`src/rtl/key_sequencer.sv`:
```
// key_sequencer: types a 0..9999 value as a timed keypad sequence (digits, optional terminator).
module key_sequencer #(
  parameter int         PRESS_CYC = 50000,
  parameter int         GAP_CYC   = 50000,
  parameter int         TERM_EN   = 1,
  parameter logic [3:0] TERM_KEY  = 4'd14
) (
  input  logic        clk,
  input  logic        rst,
  input  logic        start,
  input  logic [13:0] value,
  input  logic        abort,
  output logic [3:0]  keyword,
  output logic [1:0]  flag_pressed,
  output logic        busy,
  output logic        done,
  output logic        err
);
  localparam int MX = PRESS_CYC > GAP_CYC ? PRESS_CYC : GAP_CYC;
  localparam int CW = $clog2(MX + 1);
  localparam logic [CW-1:0] P_LD = CW'(PRESS_CYC - 1);
  localparam logic [CW-1:0] G_LD = CW'(GAP_CYC - 1);
  typedef enum logic [2:0] {IDLE, CONV, PRESS, GAP, FIN} state_t;
  state_t        state;
  logic [CW-1:0] cnt;
  logic [3:0]    conv_cnt;
  logic [15:0]   bcd;
  logic [13:0]   sh;
  logic [15:0]   kq;
  logic [2:0]    left;
  logic [11:0]   adj;
  logic [2:0]    th;
  logic [15:0]   bcd_n;
  logic [15:0]   shl;
  logic [19:0]   list;
  logic [1:0]    lead;
  logic [2:0]    ndig;
  logic [2:0]    len;
  // One double-dabble step; the key list is built from the post-step digits so the
  // first key can be loaded on the same edge that finishes the conversion.
  always_comb begin
    for (int i = 0; i < 3; i++)
      adj[4*i +: 4] = bcd[4*i +: 4] >= 4'd5 ? bcd[4*i +: 4] + 4'd3 : bcd[4*i +: 4];
    th = bcd[14:12] + (bcd[15:12] >= 4'd5 ? 3'd3 : 3'd0);
    bcd_n = {th, adj, sh[13]};
    lead = 2'd3;
    for (int i = 3; i >= 0; i--)
      if (bcd_n[15-4*i -: 4] != 4'd0) lead = 2'(i);
    ndig = 3'd4 - {1'b0, lead};
    shl = bcd_n << {lead, 2'b00};
    list = {shl, 4'hF};
    for (int k = 0; k < 5; k++)
      list[19-4*k -: 4] = 3'(k) < ndig ? list[19-4*k -: 4] :
                          (3'(k) == ndig && TERM_EN != 0) ? TERM_KEY : 4'hF;
    len = ndig + (TERM_EN != 0 ? 3'd1 : 3'd0);
  end
  always_ff @(posedge clk) begin
    if (rst) begin
      state <= IDLE;
      keyword <= 4'hF;
      flag_pressed <= 2'b00;
      busy <= 1'b0;
      done <= 1'b0;
      err <= 1'b0;
      cnt <= '0;
      conv_cnt <= '0;
      bcd <= '0;
      sh <= '0;
      kq <= '1;
      left <= '0;
    end else begin
      done <= 1'b0;
      err <= 1'b0;
      if (abort && state != IDLE) begin
        state <= IDLE;
        keyword <= 4'hF;
        flag_pressed <= 2'b00;
        busy <= 1'b0;
      end else begin
        case (state)
          IDLE: if (start) begin
            if (value > 14'd9999) err <= 1'b1;
            else begin
              state <= CONV;
              busy <= 1'b1;
              sh <= value;
              bcd <= '0;
              conv_cnt <= '0;
            end
          end
          CONV: begin
            bcd <= bcd_n;
            sh <= {sh[12:0], 1'b0};
            conv_cnt <= conv_cnt + 4'd1;
            if (conv_cnt == 4'd13) begin
              state <= PRESS;
              keyword <= list[19:16];
              flag_pressed <= 2'b01;
              kq <= list[15:0];
              left <= len - 3'd1;
              cnt <= P_LD;
            end
          end
          PRESS: if (cnt == '0) begin
            state <= GAP;
            keyword <= 4'hF;
            flag_pressed <= 2'b00;
            cnt <= G_LD;
          end else cnt <= cnt - 1'b1;
          GAP: if (cnt == '0) begin
            if (left == 3'd0) begin
              state <= FIN;
              done <= 1'b1;
            end else begin
              state <= PRESS;
              keyword <= kq[15:12];
              flag_pressed <= 2'b01;
              kq <= {kq[11:0], 4'hF};
              left <= left - 3'd1;
              cnt <= P_LD;
            end
          end else cnt <= cnt - 1'b1;
          FIN: begin
            state <= IDLE;
            busy <= 1'b0;
          end
          default: state <= IDLE;
        endcase
      end
    end
  end
endmodule

```
`config.mk`:
```
export PLATFORM = sky130hd
export DESIGN_NAME = key_sequencer
export DESIGN_NICKNAME = d
export VERILOG_FILES = /design/src/rtl/key_sequencer.sv
export SDC_FILE = /design/constraint.sdc
export NUM_CORES = 1
export LEC_CHECK = 0
export ABC_AREA = 1
export BUFFER_PORTS_ARGS = -buffer_cell sky130_fd_sc_hd__buf_4
export CAP_MARGIN = 10
export CORE_MARGIN = 10
export CORE_UTILIZATION = 58
export CTS_CLUSTER_DIAMETER = 40
export DETAILED_ROUTE_END_ITERATION = 12
export GPL_ROUTABILITY_DRIVEN = 0
export PLACE_DENSITY = 0.79
export SLEW_MARGIN = 20
export SYNTH_ARGS = -nofsm -noshare
export SYNTH_HDL_FRONTEND = slang
export SYNTH_SLANG_ARGS = --single-unit
```
`constraint.sdc`:
```
create_clock -name clk -period 3.45 [get_ports clk]
set_clock_uncertainty 0.05 [all_clocks]
set_input_delay 0.1725 -clock clk [delete_from_list [all_inputs] [get_ports clk]]
set_output_delay 0.1725 -clock clk [all_outputs]
set_load 0.1 [all_outputs]
```
==> flow_summary.json <==
{
  "status": "complete, no violations",
  "cts_tree": "built",
  "synth_top_cell_by_area": "dfxtp_1",
  "ys.flop_type": "dfxtp_1",
  "diodes": 0,
  "startpoint_type": "flop",
  "vias_per_cell": 5.352,
  "nets": 688,
  "r2r_start": "bcd[12]",
  "tightest_slew_ns": 0.5575,
  "crit_path_end": "kq[15]",
  "die_w_um": 107.8,
  "grt_pass1_wl_mm": 17.55,
  "post-dp-hpwl_mm": 7.344,
  "routed_wl_mm": 9.998,
  "multi_input_area_sq_mm": 0.002447,
  "fillers": 651,
  "crit_type": "flop to flop",
  "die_h_um": 107.8,
  "rr_worst_depth": 16,
  "async_reset_ff_share_pct": 0,
  "ys_warn_count": 0,
  "ff2ff_setup_slack_ns": 0.30,
  "post-route-min-period_ns": 3.150,
  "timing.fmax_ghz": 0.3175,
  "setup_violations": 0,
  "ys_seq_area_share_pct": 34.48,
  "syn_area_sq_mm": 0.004471,
  "ys_seq_elements": 77,
  "synth_cells": 633,
  "post-route-util_pct": 66.77,
  "drt_iter0_markers": 258,
  "rr_endpoint": "kq[15]",
  "layout-drive-gt1-share_pct": 14.31,
  "root_buffer": "clkbuf_8",
  "dp.cells": 740,
  "clk_pin_slew_ns": 0.08,
  "route.vias.total": 4046,
  "grt_max_degree": 42,
  "ios": 27,
  "maxCapViolations": 0,
  "grt_usage_pct": 18.01,
  "postCtsSetupRepairBufs": 0,
  "antenna_found_initial": 0,
  "final_cells": 756,
  "rsz0062_at_grt": "no",
  "first_pass_iters": 4,
  "wl_per_cell_um": 13.22,
  "start_util_pct": 60.66,
  "syn_area_per_cell_sq_um": 7.062,
  "maxSlewViolCount": 0,
  "cp-end-kind": "flop",
  "min_period_over_period_pct": 91.30,
  "core_area_sq_mm": 0.007370,
  "hold_buffers": 0,
  "yosys.area.top_type_share_pct": 34.48,
  "ant_nets": 0,
  "ff_latch_area_sq_mm": 0.001541,
  "drt_drc_violations_left": 0,
  "grt_pass1_vias": 4015,
  "area_growth_pct": 10.08,
  "cp-startpoint": "bcd[12]",
  "insertion_delay_ns": 0.37,
  "cp_max_fo": 16,
  "numCtsBuffers": 9,
  "hp-class": "primary input to flop",
  "rows": 31,
  "synth.top_cells.by_area": "dfxtp_1 (34%), nand2_1 (8.3%), nor2_1 (7.6%)",
  "ctsResizeCount": 0,
  "dieArea_sq_mm": 0.01162,
  "htreeDepth": 3,
  "syn_nets": 669,
  "hold_slack_ns": 0.02240,
  "port_buffers": 25,
  "overflow": 0,
  "cts_num_sinks": 77,
  "finalHoldViolCount": 0,
  "required_ns": 3.66,
  "synthDistinctLibCells": 48,
  "synth_edf_count": 0,
  "cts.path.max_buffers": 2,
  "slew_headroom_pct": 62.69,
  "finalSetupTns_ns": 0,
  "arrival_ns": 3.36
}
-- state kept, by name, summed over array words and instances (netlist names) --
register and cells:
state 3, left 3, flag_pressed 1, sh 14, keyword 4, err 1
done 1, kq 13, cnt 16, busy 1, bcd 16, conv_cnt 4
-- critical path: stages, from the launching register on --
cell and delay, ns:
dfxtp_1 0.37, nor2_1 0.06, o21ai_0 0.23, ha_1 0.20, inv_1 0.05, fa_1 0.45
inv_1 0.09, nor2_1 0.04, nand4_1 0.16, inv_2 0.10, nand2_2 0.26, clkinvlp_4 0.25
ha_1 0.29, nor2_1 0.19, o2111ai_1 0.15, nand2_1 0.08, nand2_1 0.04
-- layout by cell type, fill, tap and decap left out, types with 8 or more instances in the layout --
cell type and count:
clkbuf_8 10, dfxtp_1 77, a21oi_1 35, o21ai_0 32, buf_4 29, a211oi_1 41
o21ai_1 8, ha_1 17, nand2_1 99, inv_2 9, nand3_1 29, inv_1 84
nand2_2 14, nand4_1 9, nor2_1 90
-- kinds of logic after synthesis --
group	after synthesis	synth area share, %
and+or+nand+nor	274	28.52
AOI/OAI and AO/OA	137	19.14
adders and majority gates	18	5.206
DFF	77	34.48
buffers and inverters	117	10.78
xor gates and xnor gates	8	1.567
other	1	0.08388
muxes	1	0.2239
-- final cells by class --
cell class | count | share of cell area, %
Clock inverter | 5 | 1.653
Inverter | 96 | 7.475
Multi-Input combinational cell | 439 | 49.73
Timing Repair Buffer | 29 | 4.424
Clock buffer | 11 | 2.873
Tap cell | 99 | 2.517
Sequential cell | 77 | 31.32
-- how the worst min path moves through the flow --
stage	cells past startpoint	slack, ns	to	start
3_3_place_gp	3	0.39	sh[0]	value[0]
3_5_place_dp	2	0.40	kq[13]	kq[13]
4_1_cts	3	0.03	err	start
5_1_grt	3	0.03	err	start
6_report	3	0.02	sh[0]	value[0]
2_1_floorplan	2	0.26	err	start
-- synth_stat cells, drive strengths merged (2+ instances only) --
cell       n
nand2    116
nor2      98
inv       95
dfxtp     77
o21ai     43
a211oi    42
a21oi     37
nand3     33
ha        17
buf       16
nand4     10
nor3       9
xor2       7
a31oi      6
clkbuf     5
nor4       4
o211ai     3
a21boi     2
o2111ai    2
or2        2
-- per-layer routing --
layer	routed length (um)	global-route usage (%)	vias up	share of wire (%)
li1	-	-	2118	-
met1	4499	20.90	1843	45
met2	4871	31.09	69	49
met3	465	4.850	16	4.7
met4	162	6.202	0	1.6
met5	0	0	-	0
-- metrics by stage --
stage               instance area (sq um)  worst slack, ns
global route                         4921          0.01803
detailed placement                   4695           0.2731
finish                               4921           0.3003
CTS                                  4917           0.2543
global placement                     4695           0.4928
floorplan                            4471           0.6913
Power is not shown: default switching activity piles up to over one toggle a cycle in this logic, so the estimate is an artifact.
